===== src/rtl/receiver_pkg.sv =====
// Shared definitions for the GMII receive path: state encodings, record header
// layout and framing constants (the framing constants are also used by the TX side).
package receiver_pkg;

  typedef enum logic [2:0] {
    RX_IDLE,
    RX_PREAMBLE,
    RX_DATA,
    RX_CHECK,
    RX_COMMIT,
    RX_DISCARD
  } rx_state_e;

  localparam int          HDR_WORDS     = 7;
  localparam logic [31:0] CRC_RESIDUE   = 32'hC704DD7B;
  localparam logic [7:0]  PREAMBLE_BYTE = 8'h55;
  localparam logic [7:0]  SFD_BYTE      = 8'hD5;

  // Header word idx of a record: length, timestamp MSW first, received FCS in wire order.
  function automatic logic [15:0] hdr_word(input logic [2:0]  idx,
                                           input logic [15:0] len,
                                           input logic [63:0] ts,
                                           input logic [31:0] fcs);
    case (idx)
      3'd0:    hdr_word = len;
      3'd1:    hdr_word = ts[63:48];
      3'd2:    hdr_word = ts[47:32];
      3'd3:    hdr_word = ts[31:16];
      3'd4:    hdr_word = ts[15:0];
      3'd5:    hdr_word = fcs[31:16];
      3'd6:    hdr_word = fcs[15:0];
      default: hdr_word = 16'h0000;
    endcase
  endfunction

endpackage


===== src/rtl/crc32_d8.sv =====
// Byte-wide Ethernet CRC-32 (reflected, init all-ones). The output is the register
// bit-reversed so a good frame run through data+FCS leaves CRC_RESIDUE.
module crc32_d8 (
  input  logic        clk,
  input  logic        rst,
  input  logic        init,
  input  logic        en,
  input  logic [7:0]  d,
  output logic [31:0] crc
);

  logic [31:0] r_q, r_d;

  always_comb begin
    r_d = r_q;
    for (int i = 0; i < 8; i++)
      r_d = (r_d[0] ^ d[i]) ? ((r_d >> 1) ^ 32'hEDB88320) : (r_d >> 1);
  end

  always_ff @(posedge clk) begin
    if (rst || init) r_q <= 32'hFFFFFFFF;
    else if (en)     r_q <= r_d;
  end

  always_comb begin
    crc = '0;
    for (int i = 0; i < 32; i++) crc[i] = r_q[31-i];
  end

endmodule


===== src/rtl/receiver.sv =====
// GMII receive deframer: checks FCS/length/errors and writes each good frame as a
// 7-word header + data record into the 16K-word slot ring, committing on success.
module receiver
  import receiver_pkg::*;
#(
  parameter int MAX_LEN = 1514,
  parameter int MIN_LEN = 60
) (
  input  logic        gmii_rx_clk,
  input  logic        sys_rst,
  input  logic [63:0] global_counter,
  input  logic [7:0]  gmii_rxd,
  input  logic        gmii_rx_dv,
  input  logic        gmii_rx_er,
  output logic [13:0] slot_rx_eth_addr,
  output logic [15:0] slot_rx_eth_data,
  output logic [1:0]  slot_rx_eth_byte_en,
  output logic        slot_rx_eth_wr_en,
  output logic [13:0] mem_wr_ptr,
  input  logic [13:0] mem_rd_ptr,
  output logic [31:0] rx_good_count,
  output logic [15:0] rx_drop_count
);

  // Byte counts include the 4 FCS bytes.
  localparam logic [15:0] MAX_CNT = 16'(MAX_LEN + 4);
  localparam logic [15:0] MIN_CNT = 16'(MIN_LEN + 4);

  rx_state_e   state_q, state_d;
  logic [13:0] wr_ptr_q, wr_ptr_d, cursor_q, cursor_d;
  logic [15:0] cnt_q, cnt_d;
  logic [31:0] dly_q, dly_d;
  logic [7:0]  hi_q, hi_d;
  logic [63:0] ts_q, ts_d;
  logic [2:0]  hdr_q, hdr_d;
  logic        late_q, late_d, ovf_q, ovf_d;
  logic [31:0] good_q, good_d;
  logic [15:0] drop_q, drop_d;
  logic [13:0] addr_q, addr_d;
  logic [15:0] wdata_q, wdata_d;
  logic [1:0]  be_q, be_d;
  logic        wr_q, wr_d;
  logic        crc_init, crc_en;
  logic [31:0] crc;
  logic [13:0] free;

  crc32_d8 u_crc (
    .clk  (gmii_rx_clk),
    .rst  (sys_rst),
    .init (crc_init),
    .en   (crc_en),
    .d    (gmii_rxd),
    .crc  (crc)
  );

  always_comb begin
    state_d  = state_q;
    wr_ptr_d = wr_ptr_q;
    cursor_d = cursor_q;
    cnt_d    = cnt_q;
    dly_d    = dly_q;
    hi_d     = hi_q;
    ts_d     = ts_q;
    hdr_d    = hdr_q;
    late_d   = late_q;
    ovf_d    = ovf_q;
    good_d   = good_q;
    drop_d   = drop_q;
    addr_d   = addr_q;
    wdata_d  = wdata_q;
    be_d     = be_q;
    wr_d     = 1'b0;
    crc_init = 1'b0;
    crc_en   = 1'b0;
    free     = mem_rd_ptr - wr_ptr_q - 14'd1;

    case (state_q)
      RX_IDLE, RX_PREAMBLE: begin
        if (!gmii_rx_dv)                    state_d = RX_IDLE;
        else if (gmii_rxd == PREAMBLE_BYTE) state_d = RX_PREAMBLE;
        else if (gmii_rxd == SFD_BYTE) begin
          ts_d     = global_counter;
          cursor_d = wr_ptr_q + 14'(HDR_WORDS);
          cnt_d    = '0;
          ovf_d    = 1'b0;
          crc_init = 1'b1;
          state_d  = (free < 14'd8) ? RX_DISCARD : RX_DATA;
        end else                            state_d = RX_DISCARD;
      end

      RX_DATA: begin
        if (!gmii_rx_dv) begin
          state_d = RX_CHECK;
          // Odd length leaves one released byte waiting for a partner.
          if (cnt_q > 16'd4 && cnt_q[0]) begin
            if (cursor_q + 14'd1 == mem_rd_ptr) ovf_d = 1'b1;
            else begin
              wr_d     = 1'b1;
              addr_d   = cursor_q;
              wdata_d  = {hi_q, 8'h00};
              be_d     = 2'b10;
              cursor_d = cursor_q + 14'd1;
            end
          end
        end else if (gmii_rx_er) begin
          state_d = RX_DISCARD;
        end else begin
          crc_en = 1'b1;
          dly_d  = {dly_q[23:0], gmii_rxd};
          cnt_d  = cnt_q + 16'd1;
          // Once 4 bytes are held, each arrival releases the oldest; odd releases complete a pair.
          if (cnt_q >= 16'd4) begin
            if (!cnt_q[0])                         hi_d = dly_q[31:24];
            else if (cursor_q + 14'd1 == mem_rd_ptr) state_d = RX_DISCARD;
            else begin
              wr_d     = 1'b1;
              addr_d   = cursor_q;
              wdata_d  = {hi_q, dly_q[31:24]};
              be_d     = 2'b11;
              cursor_d = cursor_q + 14'd1;
            end
          end
          if (cnt_d > MAX_CNT) state_d = RX_DISCARD;
        end
      end

      RX_CHECK: begin
        late_d = gmii_rx_dv;
        if (ovf_q || cnt_q < MIN_CNT || cnt_q > MAX_CNT || crc != CRC_RESIDUE) begin
          drop_d  = drop_q + 16'd1;
          late_d  = 1'b0;
          state_d = gmii_rx_dv ? RX_DISCARD : RX_IDLE;
        end else begin
          wr_d    = 1'b1;
          addr_d  = wr_ptr_q;
          wdata_d = hdr_word(3'd0, cnt_q - 16'd4, ts_q, dly_q);
          be_d    = 2'b11;
          hdr_d   = 3'd1;
          state_d = RX_COMMIT;
        end
      end

      RX_COMMIT: begin
        late_d = late_q | gmii_rx_dv;
        if (hdr_q != 3'(HDR_WORDS)) begin
          wr_d    = 1'b1;
          addr_d  = wr_ptr_q + 14'(hdr_q);
          wdata_d = hdr_word(hdr_q, cnt_q - 16'd4, ts_q, dly_q);
          be_d    = 2'b11;
          hdr_d   = hdr_q + 3'd1;
        end else begin
          wr_ptr_d = cursor_q;
          good_d   = good_q + 32'd1;
          late_d   = 1'b0;
          // A frame that started while we were busy is discarded and counted.
          state_d  = (late_q || gmii_rx_dv) ? RX_DISCARD : RX_IDLE;
        end
      end

      RX_DISCARD: begin
        if (!gmii_rx_dv) begin
          drop_d  = drop_q + 16'd1;
          state_d = RX_IDLE;
        end
      end

      default: state_d = RX_IDLE;
    endcase
  end

  always_ff @(posedge gmii_rx_clk) begin
    if (sys_rst) begin
      state_q  <= RX_IDLE;
      wr_ptr_q <= '0;
      cursor_q <= '0;
      cnt_q    <= '0;
      dly_q    <= '0;
      hi_q     <= '0;
      ts_q     <= '0;
      hdr_q    <= '0;
      late_q   <= 1'b0;
      ovf_q    <= 1'b0;
      good_q   <= '0;
      drop_q   <= '0;
      addr_q   <= '0;
      wdata_q  <= '0;
      be_q     <= '0;
      wr_q     <= 1'b0;
    end else begin
      state_q  <= state_d;
      wr_ptr_q <= wr_ptr_d;
      cursor_q <= cursor_d;
      cnt_q    <= cnt_d;
      dly_q    <= dly_d;
      hi_q     <= hi_d;
      ts_q     <= ts_d;
      hdr_q    <= hdr_d;
      late_q   <= late_d;
      ovf_q    <= ovf_d;
      good_q   <= good_d;
      drop_q   <= drop_d;
      addr_q   <= addr_d;
      wdata_q  <= wdata_d;
      be_q     <= be_d;
      wr_q     <= wr_d;
    end
  end

  assign slot_rx_eth_addr    = addr_q;
  assign slot_rx_eth_data    = wdata_q;
  assign slot_rx_eth_byte_en = be_q;
  assign slot_rx_eth_wr_en   = wr_q;
  assign mem_wr_ptr          = wr_ptr_q;
  assign rx_good_count       = good_q;
  assign rx_drop_count       = drop_q;

endmodule


===== config.mk =====
export PLATFORM = sky130hd
export DESIGN_NAME = receiver
export DESIGN_NICKNAME = d
export VERILOG_FILES = /design/src/rtl/receiver_pkg.sv /design/src/rtl/crc32_d8.sv /design/src/rtl/receiver.sv
export SDC_FILE = /design/constraint.sdc
export NUM_CORES = 1
export LEC_CHECK = 0
export CAP_MARGIN = 20
export CORE_MARGIN = 5
export CORE_UTILIZATION = 60
export DETAILED_ROUTE_END_ITERATION = 10
export PLACE_DENSITY = 0.86
export SYNTH_ARGS = -nofsm -noshare
export SYNTH_HDL_FRONTEND = slang
export SYNTH_SLANG_ARGS = --single-unit

===== constraint.sdc =====
create_clock -name gmii_rx_clk -period 9 [get_ports gmii_rx_clk]
set_input_delay 2.7 -clock gmii_rx_clk [delete_from_list [all_inputs] [get_ports gmii_rx_clk]]
set_output_delay 2.7 -clock gmii_rx_clk [all_outputs]
set_load 0.01 [all_outputs]

Yosys cells after proc, flatten, opt, wreduce, memory -nomap -nowiden
Cells that the tools add are included.
{ "word_totals": {"regBits": 269, "input_bits": 90, "output_inout_bits": 95, "wordCells": 219} }
{ "op_classes": {"addsub": 10, "n_lt_le_gt_ge": 6, "eq_ne": 38, "n_mux": 102, "n_bitwise": 21, "reduce_logical": 25} }
{ "op_table": {"columns": ["operator", "n"], "rows": [
  ["2-to-1 mux 16 bit", 16],
  ["2-to-1 mux 32 bit", 8],
  ["2-to-1 mux 14 bit", 17],
  ["inverter 13 -> 14 bit", 8],
  ["one-hot mux 16 bit (7 select lines)", 1],
  ["one-hot mux 16 bit (2 select lines)", 2],
  ["2-to-1 mux 3 bit", 17],
  ["one-hot mux 16 bit (3 select lines)", 1],
  ["one-hot mux 14 bit (3 select lines)", 1],
  ["adder 16 x 1 -> 16 bit (second input constant)", 2],
  ["adder 32 x 1 -> 32 bit (second input constant)", 1],
  ["greater-than comparator 16 x 11 -> 1 bit (second input constant)", 2],
  ["inequality test 32 bit (second input constant)", 1],
  ["one-hot mux 14 bit (2 select lines)", 1],
  ["inequality test 2 bit (second input constant)", 13],
  ["2-to-1 mux 1 bit", 23],
  ["2-to-1 mux 2 bit", 9],
  ["inequality test 3 bit (second input constant)", 6],
  ["greater-or-equal comparator 16 x 3 -> 1 bit (second input constant)", 1],
  ["greater-than comparator 16 x 3 -> 1 bit (second input constant)", 1],
  ["less-than comparator 16 x 7 -> 1 bit (second input constant)", 1],
  ["subtractor 16 x 3 -> 16 bit (second input constant)", 1],
  ["== test 3 bit (second input constant)", 5],
  ["inequality test 5 bit (second input constant)", 3],
  ["other kinds (35)", 61]
]} }

Depth between registers and ports, before layout
{ "depth": {"ltp_word": 16, "mapped_depth": 13} }

By module
Synthesis repeated with hierarchy kept, for this count alone.
{ "hier_totals": {"cells_unflattened": 1846, "hier_area_um2": 15233.4} }
{ "by_module_without_submodules": {"columns": ["module", "instances", "cells_each", "area_per_inst_um2", "seq_area_each_um2"], "rows": [
  ["receiver", 1, 1666, 13196.4, 4744.6],
  ["crc32_d8", 1, 180, 2037.0, 640.6]
]} }

Worst setup path after synthesis
OpenSTA, ideal clock, no wires.
{ "synth_path": {"path_type": "input to register", "from": "in mem_rd_ptr[5]", "to": "reg state_q[0]", "setup_time_ns": 0.131, "t_arrival_ns": 4.601, "t_required_ns": 8.869, "path_slack_ns": 4.268, "path_stages": 10, "path_buffers": 0, "path_cell_list": "ha_1 -> a21o_1 -> a21oi_1 -> a21oi_1 -> o311ai_0 -> a21oi_1 -> o2111ai_1 -> nand2_1 -> o2bb2ai_1 -> o2bb2ai_1"} }
{ "synth_between": {"elab_chain_len": 8} }
{ "synth_lines": {"columns": ["element", "line", "rtl"], "rows": [
  ["from (decl)", "receiver.sv:20", "input logic [13:0] mem_rd_ptr,"],
  ["subtractor 14 bit", "receiver.sv:75", "free = mem_rd_ptr - wr_ptr_q - 14'd1;"],
  ["subtractor 14 x 1 -> 14 bit", "receiver.sv:75", null],
  ["less-than comparator 14 x 4 -> 1 bit", "receiver.sv:87", "state_d = (free < 14'd8) ? RX_DISCARD : RX_DATA;"],
  ["2-to-1 mux 3 bit", "receiver.sv:87", null],
  ["2-to-1 mux 3 bit", "receiver.sv:81", "else if (gmii_rxd == SFD_BYTE) begin"],
  ["2-to-1 mux 3 bit", "receiver.sv:80", "else if (gmii_rxd == PREAMBLE_BYTE) state_d = RX_PREAMBLE;"],
  ["2-to-1 mux 3 bit", "receiver.sv:79", "if (!gmii_rx_dv) state_d = RX_IDLE;"],
  ["one-hot mux 3 bit (5 select lines)", "receiver.sv:77", "case (state_q)"],
  ["to (signal assigned)", "receiver.sv:190", "state_q <= state_d;"],
  ["to (decl)", "receiver.sv:29", "rx_state_e state_q, state_d;"]
]} }
Parallel ways exist; a longest one is shown, timed or not.
A chain may end at the register's enable or synchronous reset.

Worst setup path in the final report
{ "layout_path": {"from": "in mem_rd_ptr[6]", "to": "reg wdata_q[2] (netlist: slot_rx_eth_data[2])"} }
{ "layout_between": {"elab_chain_len": 3} }
{ "layout_lines": {"columns": ["element", "line", "rtl"], "rows": [
  ["== test 14 bit (*)", "receiver.sv:96, receiver.sv:114", null],
  ["inequality test 4 bit (no line) or inequality test 3 bit (tied branches)", null, null],
  ["AND reduction 9 bit (no line) (*)", null, null],
  ["to (signal assigned)", "receiver.sv:203", "wdata_q <= wdata_d;"],
  ["to (decl)", "receiver.sv:40", "logic [15:0] wdata_q, wdata_d;"]
]} }
Every way passes the cells marked *; elsewhere a longest branch is shown, timed or not.

==> impl_metrics.csv <==
group,metric,value,unit
die,dieWidth,165,um
routing,avgRoutedWirePerCell,18.8,um
grt,grt_pass1_vias,13201,
logic_synthesis,ys_ff_latch,269,
critical_path,r2r_cells,11,
grt,antenna_found_initial,0,
cts,tritoncts,"done",
die,die_area,27300,um^2
critical_path,crit_type,"in -> reg",
critical_path,cp.required,9390,ps
logic_synthesis,yosysSeqAreaShare,37.2,%
placement,portBuffers,184,
logic_synthesis,yosys_warnings,0,
cells_and_area,area_growth,19.9,%
cts,root_buffer,"clkbuf_16",
cts,cts_hold_buf,0,
critical_path,cp-startpoint,"mem_rd_ptr[6]",
worst_hold_path,whs_path_depth,2,
power,p_per_area,158,nW/um^2
timing,fmax,195,MHz
critical_path,r2r_end,"slot_rx_eth_data[2]",
cts,clock_latency,560,ps
cells_and_area,num_antenna_cells,0,
cts,post_cts_buffers,0,
critical_path,worstPathCellList,"clkdlybuf4s50_1 -> xnor2_1 -> nor4b_1 -> a21oi_1 -> o21ai_0 -> nand4_1 -> nor4_4 -> a31oi_4 -> buf_4 -> mux2i_1 -> nor2_1",
timing,rsz0062_at_grt,"no",
logic_synthesis,synth_cells,1836,
critical_path,r2r-start,"cursor_q[0]",
timing,fin_ws,3870,ps
routing,drt-initial-drc-count,1895,
die,fp.dieH,165,um
die,core,23600,um^2
cts,numCtsBuffers,28,
logic_synthesis,async_reset_ff_share,0,%
critical_path,crit_arrival,5510,ps
grt,grt_max_degree,116,
cts,cts.sinks,269,
cts,post_cts_resized,0,
critical_path,critPathLaunchType,"primary input",
critical_path,critical_path.max_stage_delay,600,ps
timing,hold_viol,0,
logic_synthesis,yosysUniqueCellTypes,74,
routing,drc,0,
cts,cts.clk_slew.worst_paths,60,ps
routing,vias_per_cell,6.25,
cells_and_area,final_nets,2055,
logic_synthesis,synthDominantCellAreaShare,37.2,%
timing,tightest_slew,1110,ps
critical_path,path_max_fanout,61,
worst_hold_path,holdCritStartpoint,"ts_q[49]",
cells_and_area,fin_cells,2273,
die,rows,56,
logic_synthesis,synth_ff_type,"dfxtp_1",
critical_path,ff2ff_setup_slack,5100,ps
worst_hold_path,hp-class,"reg -> reg",
critical_path,crit_path_end_kind,"flip-flop",
cts,h-tree-depth,1,
cells_and_area,layout_commonest_cell,"nand2_1",
timing,finalSetupViolCount,0,
logic_synthesis,avgSynthCellArea,7.89,um^2
placement,dpl-instance-area,16400,um^2
cells_and_area,drive_gt1_share,6.40,%
cells_and_area,final_cell_area,17400,um^2
power,peakVddDrop,0.190,mV
grt,grt_pass1_wl,66700,um
timing,drv_slew,0,
placement,dpl.cell_count,2222,
critical_path,worst_path_max_delay_cell,"nor4_4",
status,outcome,"complete, no violations",
timing,period_needed,5130,ps
logic_synthesis,syn_nets,1958,
timing,relSlewSlack,26.2,%
placement,hpwl,30000,um
die,initial_core_util,61.3,%
routing,dr_total_vias,14207,
timing,fin_tns_setup,0,ps
logic_synthesis,ys_top_cells_by_area,"dfxtp_1 (37%), nand2_1 (9.0%), a21oi_1 (7.1%)",
placement,place_ws,3370,ps
routing,antenna_left,0,
logic_synthesis,synth_edf_count,0,
grt,groute.usage.overall,29.7,%
worst_hold_path,whs_endpoint,"ts_q[49]",
routing,dr.pass1.iters,6,
power,p_leak,5.85,nW
grt,grt_overflow,0,
logic_synthesis,syn-cell-area,14500,um^2
timing,period_share,57.0,%
logic_synthesis,yosys.area.top_type,"dfxtp_1",
die,io_pins,185,
placement,gp_congestion,0.947,
routing,wirelength,42800,um
cells_and_area,final_cell_mix,"nand2_1 (346), dfxtp_1 (269), a21oi_1 (206), clkdlybuf4s50_1 (183), nor2_1 (150)",
timing,clock_skew,32.8,ps
cts,ctsLongestPathBuffers,3,
job,max-cap-violations,0,
## sequential cells by signal, indices dropped and copies added, names as in the netlist
signal / cells
slot_rx_eth_wr_en: 1
ovf_q: 1
late_q: 1
mem_wr_ptr: 14
ts_q: 64
state_q: 3
cnt_q: 16
u_crc.r_q: 32
cursor_q: 14
slot_rx_eth_addr: 14
slot_rx_eth_byte_en: 2
dly_q: 32
rx_drop_count: 16
slot_rx_eth_data: 16
rx_good_count: 32
hdr_q: 3
hi_q: 8
## metal layers
layer,wire [um],track usage [%],up-vias
met3,3630,4.05,140
met5,0,0,-
li1,-,-,6647
met1,16700,37.7,6688
met4,2090,12.7,0
met2,20400,50.8,732
## synth_stat cells (14+ instances only)
cell and number:
a211oi_1 15, a211oi_2 28, a21o_1 14, a21oi_1 206, a221oi_1 31, a222oi_1 14
and3_1 18, clkbuf_1 103, dfxtp_1 269, ha_1 31, inv_1 38, mux2_2 16
mux2i_1 17, nand2_1 347, nand3_1 36, nand4_1 18, nor2_1 151, nor3_1 39
nor4_1 14, o211ai_1 33, o21ai_0 59, or3_1 17, xnor2_1 98, xor2_1 54
## stage by stage
| step | total power, mW | hold slack, ps | utilization (%) |
|---|---|---|---|
| after detailed placement | 1.52 | 449 | 69.3 |
| after global placement | 1.51 | 440 | 69.2 |
| after CTS | 2.75 | 457 | 73.6 |
| after floorplan | 1.41 | 434 | - |
| final | 2.75 | 457 | 73.6 |
| after global routing | 2.82 | 478 | 73.6 |
## critical path: cells and delay by family
family / cells / cell delay [ps]
AO/OA/AOI/OAI: 3 / 370
XOR/XNOR: 1 / 190
buffers and inverters: 2 / 830
multiplexers: 1 / 270
AND/OR/NAND/NOR: 4 / 1120
## cell families (layout without fill, tap and decap cells)
| logic type | Yosys count | after routing | synth area share [%] |
|---|---|---|---|
| flip-flops | 269 | 269 | 37.2 |
| adder cells (fa/ha/maj) | 32 | 32 | 2.82 |
| AND/OR/NAND/NOR | 713 | 713 | 22.5 |
| multiplexers | 33 | 33 | 2.42 |
| XOR/XNOR | 152 | 152 | 9.19 |
| AO/OA/AOI/OAI | 465 | 465 | 21.2 |
| buffers and inverters | 172 | 290 | 4.70 |
## where the power goes
part / internal, mW / total, mW / leakage [nW] / switching, mW
logic: 0.127 / 0.276 / 3.20 / 0.149
clock network: 0.766 / 1.25 / 0.481 / 0.488
registers: 1.21 / 1.22 / 2.17 / 0.0130
total: 2.10 / 2.75 / 5.85 / 0.650
## how the worst max path moves through the flow
stage | end | cells past startpoint | slack (ps)
detailed placement | slot_rx_eth_data[3] | 9 | 3370
CTS | slot_rx_eth_data[2] | 9 | 3930
global placement | slot_rx_eth_data[2] | 9 | 3500
finish | slot_rx_eth_data[2] | 11 | 3870
floorplan | state_q[0] | 10 | 4270
global route | state_q[0] | 11 | 3670
## cell type report
class,instances,area [um^2]
clock buffer,40,806
clock inverter,11,199
fill,1770,6240
inverter,39,146
multi-input combinational,1395,8460
sequential,269,5390
tap,319,399
timing repair buffer,200,1980
Power figures use the tool's default switching activity.
